`config.mk`:
```
export PLATFORM = sky130hd
export DESIGN_NAME = regfile_wb_arbiter
export DESIGN_NICKNAME = d
export VERILOG_FILES = /design/src/rtl/regfile_wb_arbiter_pkg.sv /design/src/rtl/regfile_wb_arbiter_wb_scoreboard.sv /design/src/rtl/regfile_wb_arbiter.sv
export SDC_FILE = /design/constraint.sdc
export NUM_CORES = 1
export LEC_CHECK = 0
export CAP_MARGIN = 15
export CORE_ASPECT_RATIO = 2
export CORE_MARGIN = 2
export CORE_UTILIZATION = 41
export DETAILED_ROUTE_END_ITERATION = 7
export GPL_TIMING_DRIVEN = 0
export PLACE_DENSITY = 0.8
export SLEW_MARGIN = 20
export SYNTH_ARGS = -nofsm -noshare
export SYNTH_HDL_FRONTEND = slang
export SYNTH_SLANG_ARGS = --single-unit
```
`constraint.sdc`:
```
create_clock -name clk -period 10.51 [get_ports clk]
set_input_delay 3.153 -clock clk [delete_from_list [all_inputs] [get_ports clk]]
set_output_delay 3.153 -clock clk [all_outputs]
set_load 0.03 [all_outputs]
```
`src/rtl/regfile_wb_arbiter_pkg.sv`:
```
// Shared constants and types for the regfile writeback arbiter and its scoreboard.
package regfile_pkg;

    localparam int DATA_W = 64;
    localparam int ADDR_W = 5;
    localparam int NREGS  = 32;
    localparam logic [ADDR_W-1:0] ZERO_REG = 5'd31;

    typedef struct packed {
        logic [ADDR_W-1:0] addr;
        logic [DATA_W-1:0] data;
    } wb_req_t;

    typedef logic [NREGS-1:0] busy_vec_t;

    function automatic busy_vec_t reg_onehot(input logic [ADDR_W-1:0] r);
        return busy_vec_t'(1) << r;
    endfunction

endpackage

```
`src/rtl/regfile_wb_arbiter_wb_scoreboard.sv`:
```
// Pending-write scoreboard: busy vector, RAW hazard detect and the optional
// protocol checker enabled by REGFILE_WB_SCOREBOARD_CHECK_EN.
module wb_scoreboard
    import regfile_pkg::*;
(
    input  logic              clk,
    input  logic              reset,
    input  logic              i_we3,
    input  logic [ADDR_W-1:0] i_wa3,
    input  logic              i_rsv_en,
    input  logic [ADDR_W-1:0] i_rsv_addr,
    input  logic [ADDR_W-1:0] i_chk_ra1,
    input  logic [ADDR_W-1:0] i_chk_ra2,
    input  logic              i_gnt,
    input  logic [ADDR_W-1:0] i_gnt_addr,
    input  logic              i_a_valid,
    input  logic              i_a_ready,
    input  logic              i_b_valid,
    input  logic              i_b_ready,
    output busy_vec_t         o_busy,
    output logic              o_hazard,
    output logic              o_err
);

    busy_vec_t r_busy;
    busy_vec_t w_set;
    busy_vec_t w_clr;
    logic      w_haz1;
    logic      w_haz2;

    // NOTE: every signal driven in always_comb gets a default first, so no path can infer a latch.
    always_comb begin
        w_set = '0;
        w_clr = '0;
        if (i_rsv_en && i_rsv_addr != ZERO_REG)
            w_set = reg_onehot(i_rsv_addr);
        if (i_we3)
            w_clr = reg_onehot(i_wa3);
    end

    // Set is applied after clear so a same-cycle reservation survives the write.
    // NOTE: sequential state uses non-blocking assignments so all flops update from pre-edge values.
    always_ff @(posedge clk or posedge reset) begin
        if (reset)
            r_busy <= '0;
        else
            r_busy <= ((r_busy & ~w_clr) | w_set) & ~reg_onehot(ZERO_REG);
    end

    // The regfile forwards wd3 for the register being written, so that one is not a hazard.
    assign w_haz1 = r_busy[i_chk_ra1] && (i_chk_ra1 != ZERO_REG) && !(i_we3 && i_wa3 == i_chk_ra1);
    assign w_haz2 = r_busy[i_chk_ra2] && (i_chk_ra2 != ZERO_REG) && !(i_we3 && i_wa3 == i_chk_ra2);

    assign o_hazard = w_haz1 | w_haz2;
    assign o_busy   = r_busy;

`ifdef REGFILE_WB_SCOREBOARD_CHECK_EN
    logic r_err;
    logic r_a_pend;
    logic r_b_pend;
    logic w_err_rsv;
    logic w_err_gnt;
    logic w_err_wd;

    assign w_err_rsv = i_rsv_en && (i_rsv_addr != ZERO_REG) && r_busy[i_rsv_addr]
                     && !(i_we3 && i_wa3 == i_rsv_addr);
    assign w_err_gnt = i_gnt && (i_gnt_addr != ZERO_REG) && !r_busy[i_gnt_addr];
    assign w_err_wd  = (r_a_pend && !i_a_valid) || (r_b_pend && !i_b_valid);

    always_ff @(posedge clk or posedge reset) begin
        if (reset) begin
            r_err    <= 1'b0;
            r_a_pend <= 1'b0;
            r_b_pend <= 1'b0;
        end else begin
            r_a_pend <= i_a_valid && !i_a_ready;
            r_b_pend <= i_b_valid && !i_b_ready;
            r_err    <= r_err | w_err_rsv | w_err_gnt | w_err_wd;
        end
    end

    always @(posedge clk) begin
        if (!reset && (w_err_rsv || w_err_gnt || w_err_wd))
            $error("wb_scoreboard protocol error: rsv=%0b gnt=%0b withdraw=%0b",
                   w_err_rsv, w_err_gnt, w_err_wd);
    end

    assign o_err = r_err;
`else
    logic w_unused;
    assign w_unused = ^{i_gnt, i_gnt_addr, i_a_valid, i_a_ready, i_b_valid, i_b_ready};
    assign o_err    = 1'b0;
`endif

endmodule

```
`src/rtl/regfile_wb_arbiter.sv`:
```
// Two-requester writeback arbiter for the regfile write port with starvation
// guard, registered write stage and pending-write scoreboard (REGFILE_WB_SCOREBOARD_CHECK_EN).
module regfile_wb_arbiter
    import regfile_pkg::*;
#(
    parameter int STARVE_MAX = 3
) (
    input  logic              clk,
    input  logic              reset,
    input  logic              a_valid,
    output logic              a_ready,
    input  logic [ADDR_W-1:0] a_addr,
    input  logic [DATA_W-1:0] a_data,
    input  logic              b_valid,
    output logic              b_ready,
    input  logic [ADDR_W-1:0] b_addr,
    input  logic [DATA_W-1:0] b_data,
    input  logic              rsv_en,
    input  logic [ADDR_W-1:0] rsv_addr,
    input  logic [ADDR_W-1:0] chk_ra1,
    input  logic [ADDR_W-1:0] chk_ra2,
    output logic              hazard,
    output logic              we3,
    output logic [ADDR_W-1:0] wa3,
    output logic [DATA_W-1:0] wd3,
    output logic [NREGS-1:0]  busy,
    output logic              err
);

    localparam int STARVE_W = $clog2(STARVE_MAX + 1);
    localparam logic [STARVE_W-1:0] STARVE_TOP = STARVE_W'(STARVE_MAX);

    logic [STARVE_W-1:0] r_starve;
    logic                r_we3;
    logic [ADDR_W-1:0]   r_wa3;
    logic [DATA_W-1:0]   r_wd3;
    logic                w_b_wins;
    logic                w_a_gnt;
    logic                w_b_gnt;
    logic                w_gnt;
    wb_req_t             w_req;

    // A has priority unless B has already lost STARVE_MAX times in a row.
    assign w_b_wins = b_valid && (!a_valid || r_starve == STARVE_TOP);
    assign w_a_gnt  = !reset && a_valid && !w_b_wins;
    assign w_b_gnt  = !reset && w_b_wins;
    assign w_gnt    = w_a_gnt | w_b_gnt;
    assign w_req    = w_b_gnt ? wb_req_t'{addr: b_addr, data: b_data}
                              : wb_req_t'{addr: a_addr, data: a_data};

    assign a_ready = w_a_gnt;
    assign b_ready = w_b_gnt;

    always_ff @(posedge clk or posedge reset) begin
        if (reset)
            r_starve <= '0;
        else if (w_b_gnt || !b_valid)
            r_starve <= '0;
        else if (r_starve != STARVE_TOP)
            r_starve <= r_starve + STARVE_W'(1);
    end

    // A zero-register grant consumes the slot but leaves the write port idle.
    always_ff @(posedge clk or posedge reset) begin
        if (reset) begin
            r_we3 <= 1'b0;
            r_wa3 <= '0;
            r_wd3 <= '0;
        end else begin
            r_we3 <= w_gnt && (w_req.addr != ZERO_REG);
            if (w_gnt && w_req.addr != ZERO_REG) begin
                r_wa3 <= w_req.addr;
                r_wd3 <= w_req.data;
            end
        end
    end

    assign we3 = r_we3;
    assign wa3 = r_wa3;
    assign wd3 = r_wd3;

    wb_scoreboard u_scoreboard (
        .clk        (clk),
        .reset      (reset),
        .i_we3      (r_we3),
        .i_wa3      (r_wa3),
        .i_rsv_en   (rsv_en),
        .i_rsv_addr (rsv_addr),
        .i_chk_ra1  (chk_ra1),
        .i_chk_ra2  (chk_ra2),
        .i_gnt      (w_gnt),
        .i_gnt_addr (w_req.addr),
        .i_a_valid  (a_valid),
        .i_a_ready  (w_a_gnt),
        .i_b_valid  (b_valid),
        .i_b_ready  (w_b_gnt),
        .o_busy     (busy),
        .o_hazard   (hazard),
        .o_err      (err)
    );

endmodule

```
# Yosys cells after proc, flatten, opt, wreduce, memory -nomap -nowiden
# Index checks and enable logic that the tools add are counted.
[op_classes]
order_cmp = 2
shift = 2
bitwise = 5
n_mux = 9
n_eq_ne = 8
n_div = 0
n_addsub = 1
mul = 0
n_reduce_logical = 21
[op_table]
columns = ["op", "n"]
rows = [
  ["69-bit 2-to-1 mux", 1],
  ["31-bit 2-to-1 mux", 2],
  ["1-bit by 5-bit << shifter with 31-bit output (first input constant)", 2],
  ["31-bit AND", 1],
  ["31-bit NOT", 1],
  ["31-bit OR", 1],
  ["5-bit != test (second input constant)", 4],
  ["1-bit logical AND", 12],
  ["5-bit by 6-bit less-than comparator with 1-bit output (second input constant)", 2],
  ["1-bit binary-select mux with 5-bit select", 2],
  ["5-bit == test", 2],
  ["1-bit zero test", 6],
  ["2-bit 2-to-1 mux", 2],
  ["2-bit by 1-bit adder with 2-bit output (second input constant)", 1],
  ["2-bit == test (second input constant)", 1],
  ["1-bit logical OR", 2],
  ["1-bit 2-to-1 mux", 2],
  ["2-bit != test (second input constant)", 1],
  ["1-bit OR", 2],
  ["2-bit nonzero test", 1],
]
[word_totals]
ff_bits = 103
latch_bits = 0
ramBits = 0
elab_cells = 53
n_memories = 0
output_inout_bits = 106
rom_bits = 0
input_bits = 158

# Longest topological paths before layout
# Gate-level depths: netlist (run 1).
[depth]
depth_word = 7
ltp_mapped = 9
mapped_depth_nobuf = 5

# Modules after synthesis
# From an unflattened synthesis (run 1), not the netlist that was laid out.
[hier_totals]
cells_unflattened = 458
hier_area_um2 = 5671.7
[by_module_without_submodules]
columns = ["mod", "seq_area_each_um2", "area_per_inst_um2", "cells_each", "instances"]
rows = [
  ["regfile_wb_arbiter", 1801.7, 3641.0, 263, 1],
  ["wb_scoreboard", 775.7, 2030.7, 195, 1],
]

# Worst setup path before layout (run 1)
# No wires, ideal clock.
[synth_path]
path_kind = "input-to-output"
startpoint = "in reset"
endpoint = "out b_ready"
t_arrival_ns = 6.290
n_path_buf = 2
cell_stages = 5
slack_ns = 1.067
required_ns = 7.357
cell_sequence = "inv_1 -> o211ai_1 -> buf_2 -> buf_1 -> inv_1"
[synth_between]
elab_chain_cells = 2
[synth_rtl]
columns = ["item", "line_no", "source"]
rows = [
  ["start: declaration", "regfile_wb_arbiter.sv:9", "input logic reset,"],
  ["1-bit zero test (no line)", "--", ""],
  ["1-bit logical AND", "regfile_wb_arbiter.sv:46", "assign w_b_gnt = !reset && w_b_wins;"],
  ["end: declaration", "regfile_wb_arbiter.sv:15", "output logic b_ready,"],
]
# Every way passes these cells.

# Worst setup path after layout (run 1)
[layout_path]
startpoint = "in chk_ra2[1]"
endpoint = "out hazard"
[layout_between]
elab_chain_cells = 5
elab_cells_between_ends = 9
cone_classes = "2 x eq/ne; 2 x mux; 1 x bitwise; 4 x reduce/logical"
[layout_rtl]
columns = ["item", "line_no", "source"]
rows = [
  ["start: declaration", "regfile_wb_arbiter.sv:21", "input logic [ADDR_W-1:0] chk_ra2,"],
  ["1-bit binary-select mux with 5-bit select or 5-bit == test (tied branches)", "regfile_wb_arbiter_wb_scoreboard.sv:52", "assign w_haz2 = r_busy[i_chk_ra2] && (i_chk_ra2 != ZERO_REG) && !(i_we3 && i_wa3 == i_chk_ra2);"],
  ["1-bit 2-to-1 mux (implied by the code) or 1-bit logical AND (tied branches)", "regfile_wb_arbiter_wb_scoreboard.sv:52", ""],
  ["1-bit logical AND or 1-bit zero test (tied branches)", "regfile_wb_arbiter_wb_scoreboard.sv:52", ""],
  ["1-bit logical AND *", "regfile_wb_arbiter_wb_scoreboard.sv:52", ""],
  ["1-bit OR *", "regfile_wb_arbiter_wb_scoreboard.sv:54", "assign o_hazard = w_haz1 | w_haz2;"],
  ["end: declaration", "regfile_wb_arbiter.sv:22", "output logic hazard,"],
]
# Every way passes the cells marked *; elsewhere a longest branch is shown, timed or not. The select of a mux whose other input is x is not followed.

==> reports/results.ini, run 1 <==
[logic_synthesis]
synth-xor-area-share = 0.0181
ys_ff_latch = 103
synthMuxAreaShare = 0.210
postSynth.asyncResetShare = 1.00
avgSynthCellArea_um2 = 10.4
ys.flop_type = dfrtp_1
synth_edf_count = 0
synth_seq_area_share = 0.484
synthAdderAreaFrac = 0.00235
synth-compound-area-share = 0.143
synthCells = 514
syn-cell-area_mm2 = 0.00533
synthSimpleGateAreaFrac = 0.104
synth.distinct_cells = 38
yosys_warnings = 0
synth_top_family_by_area = multiplexers

[critical_path]
reg2reg_slack_ns = 7.94
path_buf_inv = 3
crit_cells = 8
slowest_delay_ns = 0.60
r2r-end = wd3[8]
worstSetupEndpointType = primary output
path_class = input pin to primary output
crit_family = buffers and inverters
cp_slowest_cell = clkdlybuf4s50_1
crit_path_end = hazard
crit_start = chk_ra2[1]
rr_startpoint = r_starve[0]
cp.arrival_ns = 5.94
cp_cell_sequence = clkdlybuf4s50_1, clkbuf_1, mux4_2, mux2i_1, mux2i_1, or2_1, a32o_1, clkdlybuf4s50_1
crit_fanout = 10
crit_path_start_kind = input pin
r2r_cells = 8
crit_required_ns = 7.36

[clocking]
postCtsHoldBufs = 0
h-tree-depth = 3
cts_tree = yes
cts_resized = 0
clkTransAtPathRegs_ns = 0.07
clockBufferDepth = 2
cts_setup_buffers = 0
root_buffer = clkbuf_16
insertion_delay_ns = 0.34
cts.sink_count = 103
numCtsBuffers = 9

[timing]
report.final.slew_viol_count = 0
fin_tns_setup_ns = 0
fmax_ghz = 0.110
worst_slack_ns = 1.41
skew_ns = 0.0116
holdWs_ns = 0.480
period_minus_slack_ns = 9.10
fin_crit_sh = 0.866
setup_viol = 0
hold_viol_final = 0
tightestPinTransition_ns = 0.657
rsz0062_at_grt = no
slew_headroom = 0.562

[placement]
dp_slack_ns = 1.45
hpwl_mm = 14.1
dp.cells = 923
numPortBuffers = 255
placed_cell_area_mm2 = 0.00811
globalplace.congestion = 0.947

[detailed_routing]
vias_per_cell = 5.49
remaining_drc_errors = 0
drtIter0Drc = 321
wl_mm = 17.7
wl_per_cell_um = 18.9
ant_nets = 0
num_vias = 5152
firstDrtPassIters = 6

[worst_hold_path]
hp-start = wd3[63]
min_path_type = flip-flop to flip-flop

[floorplan]
die-area_mm2 = 0.0140
chipWidth_um = 84.6
die_h_um = 165
io_pins = 264
coreArea_mm2 = 0.0128
start_util = 0.415
num_rows = 59

[grt]
grt_usage = 0.252
antenna_found_initial = 0
gr-total-overflow = 0
first_global_vias = 5216
grt_start_max_net_pins = 55
grt_pass1_wl_mm = 27.5

[final_layout]
final_area_mm2 = 0.00842
insertedDiodeCount = 0
drive_above_1_share = 0.0673
finish.utilization = 0.656
area_delta_synth_final_pct = 58.0
fin_cells = 939
nNetsFinal = 941

[power]
p_per_area_mw_per_mm2 = 192
total_power_mw = 1.62
leakagePower_nw = 3.75
ir_worst_vdd_uv = 186

[run_status]
status = finished clean

[run]
maxCapViolations = 0

flip-flops by register name, indices dropped and copies added, names as in the netlist:
| signal | flops |
|---|---|
| r_starve | 2 |
| u_scoreboard.o_busy | 31 |
| wa3 | 5 |
| wd3 | 64 |
| we3 | 1 |
area by class of cell:
cell class / count / area, µm²
fill: 1077 / 4420
timing repair buffer: 256 / 2580
sequential: 103 / 2580
multi-input combinational: 369 / 2550
clock buffer: 10 / 239
tap: 152 / 190
buffer: 37 / 181
clock inverter: 6 / 75.1
inverter: 6 / 27.5
how the worst min path moves through the flow:
stage                             end  slack, ns  cells after the start
final                         wd3[63]       0.48                      2
after global routing          wd3[27]       0.51                      2
after CTS                     wd3[22]       0.48                      2
after detailed placement      wd3[15]       0.47                      2
after global placement        wd3[15]       0.46                      2
after floorplan           r_starve[1]       0.49                      2
power by group:
group	leakage, nW	switching (mW)	internal (mW)	total [mW]
clock	0.152	0.151	0.195	0.346
combinational	2.39	0.378	0.317	0.695
sequential	1.21	0.0850	0.492	0.577
total	3.75	0.614	1.00	1.62
cell usage after synthesis, drive strengths merged (4+ instances only):
| master | instances | area share |
|---|---|---|
| o21ai | 129 | 0.12 |
| dfrtp | 103 | 0.48 |
| mux2i | 79 | 0.15 |
| nand2 | 72 | 0.051 |
| buf | 24 | 0.025 |
| clkbuf | 13 | 0.0092 |
| mux4 | 13 | 0.060 |
| nand2b | 9 | 0.011 |
| or2 | 9 | 0.011 |
| xor2 | 9 | 0.015 |
| nand3 | 7 | 0.0066 |
| nand3b | 7 | 0.0099 |
| inv | 6 | 0.0042 |
| o211ai | 6 | 0.0085 |
| nor2 | 4 | 0.0028 |
routing by layer:
metal	GRT usage	up-vias	routed length, µm
li1	-	2379	-
met1	0.312	2448	6960
met2	0.419	298	8560
met3	0.0701	27	1760
met4	0.0945	0	443
met5	0	-	0
layout by cell type, fill, tap and decap left out, types with 2 or more instances in the layout:
cell type	count
and3_1	2
o21ai_0	126
xnor2_1	2
nand2_1	72
clkbuf_16	9
buf_6	2
xor2_1	9
clkbuf_1	13
or3_1	2
dfrtp_1	103
buf_2	13
nand4_1	2
nor4_1	2
a31oi_1	2
nor2_1	4
clkdlybuf4s50_1	255
inv_6	3
conb_1	2
buf_4	3
nand3_1	7
o21ai_1	3
or3b_2	2
o211ai_1	6
or2_2	8
nand2b_1	9
mux4_1	7
buf_1	6
mux4_2	6
inv_1	5
mux2i_1	79
nand3b_1	7
kinds of logic after synthesis:
| logic type | Yosys count |
|---|---|
| mux | 93 |
| buf+inv | 43 |
| simple gates | 118 |
| other cells | 1 |
| fa+ha+maj | 1 |
| compound gates | 144 |
| xor+xnor | 11 |
| flops | 103 |
tightest hold or removal path, cell delays in order (launching register included):
cell and delay, ns:
dfrtp_1 0.34, nand2_1 0.04, o21ai_0 0.06
(Power assumes the default switching activity.)
==> inputs of run 2 (changes only) <==
- CELL_PAD_IN_SITES_DETAIL_PLACEMENT: unset -> 1
- CELL_PAD_IN_SITES_GLOBAL_PLACEMENT: unset -> 2
- CORE_UTILIZATION: 41 -> 23
- PLACE_DENSITY: 0.8 -> 0.78
==> reports/results.ini, run 2 (synthesized netlist as in run 1, its figures left out) <==
[power]
leakagePower_nw = 3.75  ; -0.20%
ir_worst_vdd_uv = 147  ; -21%
total_power_mw = 1.64  ; +1.3%
power_switching_share = 0.386  ; +0.00669
p_seq_frac = 0.355  ; -0.002
power_switching_mw = 0.633  ; +3.1%
p_per_area_mw_per_mm2 = 191  ; -0.49%
p_clk_frac = 0.214  ; about the same
pwr-share-comb = 0.431  ; about the same
p_int_mw = 1.01  ; +0.23%

[final_layout]
area_delta_synth_final_pct = 60.9
final_cell_mix = clkdlybuf4s50_1 (255), o21ai_0 (126), dfrtp_1 (103), mux2i_1 (79), nand2_1 (72)
final_area_mm2 = 0.00858  ; +1.8%
fin_cells = 1066  ; +14%
final_common_cell = clkdlybuf4s50_1
regArea_mm2 = 0.00258  ; unchanged
multi_input_area_mm2 = 0.00255  ; unchanged
drive_above_1_share = 0.0662  ; -0.00119
fill_cells = 2567  ; +140%
nNetsFinal = 941  ; unchanged
largest_register_ffs = 64  ; unchanged
finish.utilization = 0.377  ; -0.279
insertedDiodeCount = 0  ; unchanged

[grt]
grt_usage = 0.179  ; -0.0729
gr-total-overflow = 0  ; unchanged
grt_pass1_wl_mm = 33.0  ; +20%
grt_start_max_net_pins = 60  ; +9.1%
antenna_found_initial = 0  ; unchanged
first_global_vias = 5536  ; +6.1%

[clocking]
clockBufferDepth = 2  ; unchanged
numCtsBuffers = 9  ; unchanged
cts_setup_buffers = 0  ; unchanged
cts_tree = yes
postCtsHoldBufs = 0  ; unchanged
cts.sink_count = 103  ; unchanged
root_buffer = clkbuf_16
clkTransAtPathRegs_ns = 0.07  ; about the same
insertion_delay_ns = 0.35  ; about the same
cts_resized = 0  ; unchanged
h-tree-depth = 3  ; unchanged

[worst_hold_path]
min_path_type = flip-flop to flip-flop

[critical_path]
rr_startpoint = r_starve[0]
cp_slowest_cell = clkdlybuf4s50_1
worstSetupEndpointType = primary output
crit_family = buffers and inverters
crit_required_ns = 7.36  ; about the same
path_class = input pin to primary output
path_buf_inv = 3  ; unchanged
crit_start = chk_ra2[1]
crit_path_end = hazard
r2r-end = wd3[20]
slowest_delay_ns = 0.59  ; about the same
reg2reg_slack_ns = 7.99  ; +0.05 ns
cp.arrival_ns = 6.23  ; +0.29 ns
crit_fanout = 10  ; unchanged
r2r_cells = 9  ; +1
cp_cell_sequence = clkdlybuf4s50_1, clkbuf_1, mux4_2, mux2i_1, mux2i_1, or2_1, a32o_1, clkdlybuf4s50_1
crit_cells = 8  ; unchanged
crit_path_start_kind = input pin

[timing]
skew_ns = 0.0110  ; -0.000632 ns
slew_headroom = 0.504  ; -0.0584
holdWs_ns = 0.480  ; +0.000727 ns
setup_viol = 0  ; unchanged
rsz0062_at_grt = no
fmax_ghz = 0.107  ; -3.1%
report.final.slew_viol_count = 0  ; unchanged
tightestPinTransition_ns = 0.745  ; +0.0877 ns
fin_crit_sh = 0.893  ; +0.0275
period_minus_slack_ns = 9.39  ; +0.289 ns
hold_viol_final = 0  ; unchanged

[detailed_routing]
drtIter0Drc = 97  ; -70%
wl_per_cell_um = 20.7  ; +9.4%
remaining_drc_errors = 0  ; unchanged
wl_mm = 22.0  ; +24%
firstDrtPassIters = 4  ; -2
num_vias = 5061  ; -1.8%
vias_per_cell = 4.75  ; -13%
ant_nets = 0  ; unchanged

[run_status]
status = finished clean

[placement]
numPortBuffers = 255  ; unchanged
hpwl_mm = 18.4  ; +30%
placed_cell_area_mm2 = 0.00827  ; +2.0%
dp.cells = 1051  ; +14%
globalplace.congestion = 0.805  ; -15%

[run]
maxCapViolations = 0  ; unchanged

[floorplan]
io_pins = 264  ; unchanged
num_rows = 78  ; +32%
die_h_um = 219  ; +33%
die-area_mm2 = 0.0245  ; +75%
start_util = 0.234  ; -0.181
chipWidth_um = 112  ; +32%
coreArea_mm2 = 0.0227  ; +77%

run 2: how the worst min path moves through the flow:
| stage | start | to | slack [ns] | cells after the start |
|---|---|---|---|---|
| 6_report | wd3[16] | wd3[16] | 0.48 | 2 |
| 4_1_cts | wd3[33] | wd3[33] | 0.49 | 2 |
| 5_1_grt | wd3[30] | wd3[30] | 0.51 | 2 |
| 2_1_floorplan | r_starve[1] | r_starve[1] | 0.49 | 2 |
| 3_5_place_dp | wd3[31] | wd3[31] | 0.47 | 2 |
| 3_3_place_gp | wd3[35] | wd3[35] | 0.46 | 2 |
run 2: through the flow:
stage          setup WS, ns  setup TNS (ns)
3_3_place_gp          -1.25           -1.25
3_5_place_dp           1.13               0
4_1_cts                1.12               0
6_report               1.12               0
2_1_floorplan          1.07               0
5_1_grt                1.06               0
run 2: power by group through the flow:
stage	sequential [mW]	clock, mW	combinational, mW
floorplan	0.751	0	0.188
global placement	0.586	0	0.707
CTS	0.584	0.363	0.718
global route	0.597	0.374	0.752
detailed placement	0.591	0	0.717
finish	0.581	0.351	0.707
run 2: area by class of cell:
cell class,instances,share of cell area
Multi-Input combinational cell,369,0.298
Clock buffer,11,0.0295
Tap cell,280,0.0409
Inverter,6,0.00321
Timing Repair Buffer,256,0.301
Sequential cell,103,0.301
Buffer,37,0.0212
Clock inverter,4,0.00627
run 2: metal layers:
layer | GRT usage | part of all wire
met5 | 0 | 0
met4 | 0.0782 | 0.037
met3 | 0.0287 | 0.040
met2 | 0.373 | 0.60
met1 | 0.165 | 0.32
run 2: tightest hold or removal path: stages (launching register included):
cell	delay, ns
dfrtp_1	0.34
nand2_1	0.04
o21ai_0	0.06
==> inputs of run 3 (changes only) <==
- ABC_CLOCK_PERIOD_IN_PS: unset -> 10510
- TNS_END_PERCENT: unset -> 10
==> results of run 3 <==
Same layout as run 2: the final DEF is identical, and so are final timing and power.
